--- config.mk ---
export PLATFORM = sky130hd
export DESIGN_NAME = multi_prescaler
export DESIGN_NICKNAME = d
export VERILOG_FILES = /design/src/rtl/multi_prescaler.sv
export SDC_FILE = /design/constraint.sdc
export NUM_CORES = 1
export LEC_CHECK = 0
export BUFFER_PORTS_ARGS = -buffer_cell sky130_fd_sc_hd__buf_4
export CAP_MARGIN = 20
export CORE_MARGIN = 5
export CORE_UTILIZATION = 55
export DETAILED_ROUTE_END_ITERATION = 16
export PLACE_DENSITY = 0.86
export SLEW_MARGIN = 20
export SYNTH_ARGS = -nofsm -noshare
export SYNTH_HDL_FRONTEND = slang
export SYNTH_SLANG_ARGS = --single-unit
--- constraint.sdc ---
create_clock -name clk_in -period 3.31 [get_ports clk_in]
set_input_delay 0.331 -clock clk_in [delete_from_list [all_inputs] [get_ports clk_in]]
set_output_delay 0.331 -clock clk_in [all_outputs]
set_load 0.01 [all_outputs]
--- src/rtl/multi_prescaler.sv ---
// multi_prescaler: multi-channel programmable clock divider with a valid/ready divisor update port
//   clk_in    system clock
//   rst       asynchronous active-low reset
//   en        per-channel run enable
//   cfg_valid divisor write request; cfg_ch target channel, cfg_div new half-period divisor
//   cfg_ready single pending slot free
//   clk_out   divided clocks, period 2N, 50% duty
//   tick      one-cycle strobe on every clk_out toggle
module multi_prescaler #(
  parameter int NUM_CH      = 4,
  parameter int CNT_W       = 16,
  parameter int DEFAULT_DIV = 1000,
  parameter int CH_W        = (NUM_CH > 1) ? $clog2(NUM_CH) : 1
) (
  input  logic              clk_in,
  input  logic              rst,
  input  logic [NUM_CH-1:0] en,
  input  logic              cfg_valid,
  input  logic [CH_W-1:0]   cfg_ch,
  input  logic [CNT_W-1:0]  cfg_div,
  output logic              cfg_ready,
  output logic [NUM_CH-1:0] clk_out,
  output logic [NUM_CH-1:0] tick
);
  localparam logic [CH_W:0]    LP_NCH = (CH_W + 1)'(NUM_CH);
  localparam logic [CNT_W-1:0] LP_DEF = CNT_W'(DEFAULT_DIV);
  logic [CNT_W-1:0]  r_cnt [NUM_CH];
  logic [CNT_W-1:0]  r_div [NUM_CH];
  logic [CNT_W-1:0]  w_lim [NUM_CH];
  logic [NUM_CH-1:0] r_clk, r_tick, w_bnd, w_apply;
  logic              r_pend_valid;
  logic [CH_W-1:0]   r_pend_ch;
  logic [CNT_W-1:0]  r_pend_div;
  logic              w_pend_bad, w_accept;
  assign cfg_ready = ~r_pend_valid;
  assign clk_out   = r_clk;
  assign tick      = r_tick;
  // Divisor 0 behaves as 1, so its terminal count is 0 as well.
  // A pending write lands on its channel at a half-period boundary or while the channel is idle.
  always_comb begin
    w_pend_bad = r_pend_valid && ({1'b0, r_pend_ch} >= LP_NCH);
    w_accept   = cfg_valid && !r_pend_valid;
    for (int c = 0; c < NUM_CH; c++) begin
      w_lim[c]   = (r_div[c] == '0) ? '0 : r_div[c] - 1'b1;
      w_bnd[c]   = en[c] && (r_cnt[c] == w_lim[c]);
      w_apply[c] = r_pend_valid && (r_pend_ch == CH_W'(c)) && (w_bnd[c] || !en[c]);
    end
  end
  always_ff @(posedge clk_in or negedge rst) begin
    if (!rst) begin
      for (int c = 0; c < NUM_CH; c++) begin
        r_cnt[c] <= '0;
        r_div[c] <= LP_DEF;
      end
      r_clk        <= '0;
      r_tick       <= '0;
      r_pend_valid <= 1'b0;
      r_pend_ch    <= '0;
      r_pend_div   <= '0;
    end else begin
      for (int c = 0; c < NUM_CH; c++) begin
        r_cnt[c]  <= (!en[c] || w_bnd[c]) ? '0 : r_cnt[c] + 1'b1;
        r_clk[c]  <= en[c] && (r_clk[c] ^ w_bnd[c]);
        r_tick[c] <= w_bnd[c];
        if (w_apply[c]) r_div[c] <= r_pend_div;
      end
      if (w_accept) begin
        r_pend_valid <= 1'b1;
        r_pend_ch    <= cfg_ch;
        r_pend_div   <= cfg_div;
      end else if (w_pend_bad || |w_apply) begin
        r_pend_valid <= 1'b0;
      end
    end
  end
endmodule
==> flow_metrics.py <==
metrics = {
    "place": {
        "place_worst_setup_slack_ns": -0.425,
        "port_buffers": 33,
        "place_hpwl_um": 18600,
        "gp_congestion": 0.972,
    },
    "critical_path": {
        "start_kind": "flop",
        "r2r_cells": 10,
        "reg2reg_from": "r_div[35]$_DFFE_PN1P_",
        "path_max_fanout": 6,
        "crit_required_ns": 3.62,
        "reg2reg_slack_ns": -0.51,
        "path_class": "reg2reg",
        "arrival_ns": 4.13,
        "crit-reg2reg-capture": "r_div[34]$_DFFE_PN0P_",
        "end_kind": "flop",
    },
    "pwr": {
        "cellLeakagePower_nw": 5.29,
        "max-vdd-ir-drop_uv": 691,
        "powerDensity_nw_per_um2": 873,
        "power_mw": 10.9,
    },
    "floorplan": {
        "start_util_pct": 56.4,
        "std_cell_rows": 48,
        "die_w_um": 144,
        "core_area_um2": 17400,
        "die_h_um": 144,
        "die-area_um2": 20600,
        "io_pins": 34,
    },
    "cells_and_area": {
        "diodes": 0,
        "layout_common_cells": "buf_4, dfrtp_1, nor2_1",
        "nets": 1200,
        "final_common_cell": "buf_4",
        "drive_above_1_share_pct": 33.4,
        "area_growth_pct": 27.5,
    },
    "synth": {
        "synth_top_area_share_pct": 33.4,
        "netlist_instances": 1027,
        "ys.flop_type": "dfrtp_1",
        "async_reset_ff_share_pct": 100,
        "synth_warnings": 0,
        "ys_ff_latch": 155,
        "syn-mean-instance-area_um2": 9.56,
        "yosysSeqAreaShare_pct": 39.8,
        "synth_edf_count": 0,
        "netlist_area_um2": 9820,
        "syn-num-nets": 1060,
        "ys_types": 84,
        "synth_area_leaders": "dfrtp_1, dfstp_2, mux2_2",
        "synth_largest_area_cell": "dfrtp_1",
    },
    "sta": {
        "rsz0062_at_grt": "true",
        "fin_ws_ns": -0.509,
        "setup_viol": 65,
        "period_minus_slack_ns": 3.82,
        "fmax_mhz": 262,
        "timing.final.crit_share_pct": 115,
        "worst_pin_slew_ns": 0.792,
        "fin_skew_ns": 0.00875,
        "maxSlewViolCount": 0,
        "hold_viol": 0,
        "max-slew-margin-rel_pct": 46.7,
    },
    "clocking": {
        "clkTransAtPathRegs_ns": 0.07,
        "cts_buffer_depth": 2,
        "cts_tree": "built",
        "cts_buffers": 17,
        "cts-root-buf": "clkbuf_16",
        "numClockSinks": 155,
        "clkLatencyLatePin_ns": 0.44,
        "cts_max_level": 4,
    },
    "global_route": {
        "grt_max_degree": 81,
        "antenna_found_initial": 0,
        "grt_pass1_wl_um": 44800,
        "overflow": 0,
        "track_usage_pct": 27.4,
        "grt_pass1_vias": 8631,
    },
    "min_path": {
        "min_from": "cfg_div[1]",
        "min_path_cells": 2,
        "holdPathEnd": "r_pend_div[1]$_DFFE_PN0P_",
        "hold_class": "in2reg",
    },
    "routing": {
        "vias_per_cell": 6.72,
        "drc_errors": 0,
        "wl_um": 31400,
        "antenna_left": 0,
        "avgRoutedWirePerCell_um": 22.3,
        "firstDrtPassIters": 9,
        "dr_total_vias": 9441,
        "drtIter0Drc": 1655,
    },
    "status": {
        "outcome": "finished, violations left",
        "violations": "negative setup slack",
    },
    "job": {
        "cap_violations": 0,
    },
}
==> through the flow <==
step                      instances  TNS [ns]  hold WS, ns  utilization (%)  instance area (um^2)
after floorplan                1027     -3.24       0.0354                -                 10100
after global placement         1346     -4.92        0.409             64.7                 11300
after detailed placement       1346     -6.62        0.419             64.7                 11300
after CTS                      1396     -4.60        0.121             69.8                 12200
after global routing           1405    -16.75        0.120             71.9                 12500
final                          1405    -11.86        0.125             71.9                 12500
==> routing by layer <==
layer	share of wire [%]	GRT usage [%]	routed length, um
met3	9.5	5.59	2990
met5	0	0	0
met1	38	36.1	11800
met2	48	44.9	15000
met4	4.7	10.2	1490
==> cell type report <==
class | instances | area [um^2]
Timing Repair Buffer | 173 | 1470
Clock buffer | 20 | 467
Clock inverter | 12 | 115
Multi-Input combinational cell | 788 | 6160
Fill cell | 1058 | 4890
Sequential cell | 155 | 3910
Tap cell | 225 | 282
Inverter | 32 | 120
==> state kept, by name, indices dropped and copies added, names as in the netlist <==
name / flops
clk_out: 4
r_cnt: 64
r_div: 64
r_pend_ch: 2
r_pend_div: 16
r_pend_valid: 1
tick: 4
==> cells by family after synthesis <==
kind of cell    Yosys count  share of synthesized area [%]
compound gates          133                           10.3
xor+xnor                114                           10.3
fa+ha+maj                 8                           1.02
buf+inv                  85                           3.64
flops                   155                           39.8
mux                      91                           10.6
simple gates            441                           24.3
==> worst max path at each step <==
stage / slack, ns / to / startpoint
2_1_floorplan: -0.17 / r_div[36]$_DFFE_PN0P_ / r_div[35]$_DFFE_PN1P_
3_3_place_gp: -0.33 / r_div[42]$_DFFE_PN0P_ / r_div[35]$_DFFE_PN1P_
5_1_grt: -0.56 / r_div[34]$_DFFE_PN0P_ / r_div[35]$_DFFE_PN1P_
4_1_cts: -0.38 / r_div[34]$_DFFE_PN0P_ / r_div[40]$_DFFE_PN1P_
6_report: -0.51 / r_div[34]$_DFFE_PN0P_ / r_div[35]$_DFFE_PN1P_
3_5_place_dp: -0.42 / r_div[34]$_DFFE_PN0P_ / r_div[34]$_DFFE_PN0P_
==> worst max-delay path: stages (launching register included) <==
cell and delay (ns):
dfstp_2 0.38, or4_4 0.61, o41ai_4 0.38, o2111ai_2 0.18, nor4b_2 0.33, o2111ai_1 0.20, or4b_4 0.59, a2111oi_4 0.37
buf_4 0.22, buf_12 0.13, mux2_4 0.31
==> synthesized netlist by cell type (17+ instances only) <==
cell type,instances
nand4_1,17
xnor2_1,60
o21ai_0,20
mux2_2,51
a21oi_1,26
nand2b_1,17
nor4_1,18
xor2_1,53
nand2_1,57
or3_1,17
and3_1,24
nor3_1,35
dfstp_2,24
dfrtp_1,131
nor2_1,119
inv_1,32
nand3_1,55
clkbuf_1,34
==> report_power, final <==
part / switching [mW] / leakage [nW] / internal (mW)
Clock: 0.841 / 0.267 / 1.10
Combinational: 2.80 / 3.07 / 2.81
Sequential: 0.847 / 1.96 / 2.53
Total: 4.49 / 5.29 / 6.44
==> what timing repair did <==
item                       4_1_cts  5_1_grt
resized for setup               30       65
hold endpoints to repair        66        0
setup buffers                   15       11
pin swaps                       15       28
hold buffers                     1        0
setup endpoints to repair       69       74
gates cloned                     2        4
Note: power is estimated with default switching activity, not from simulation.
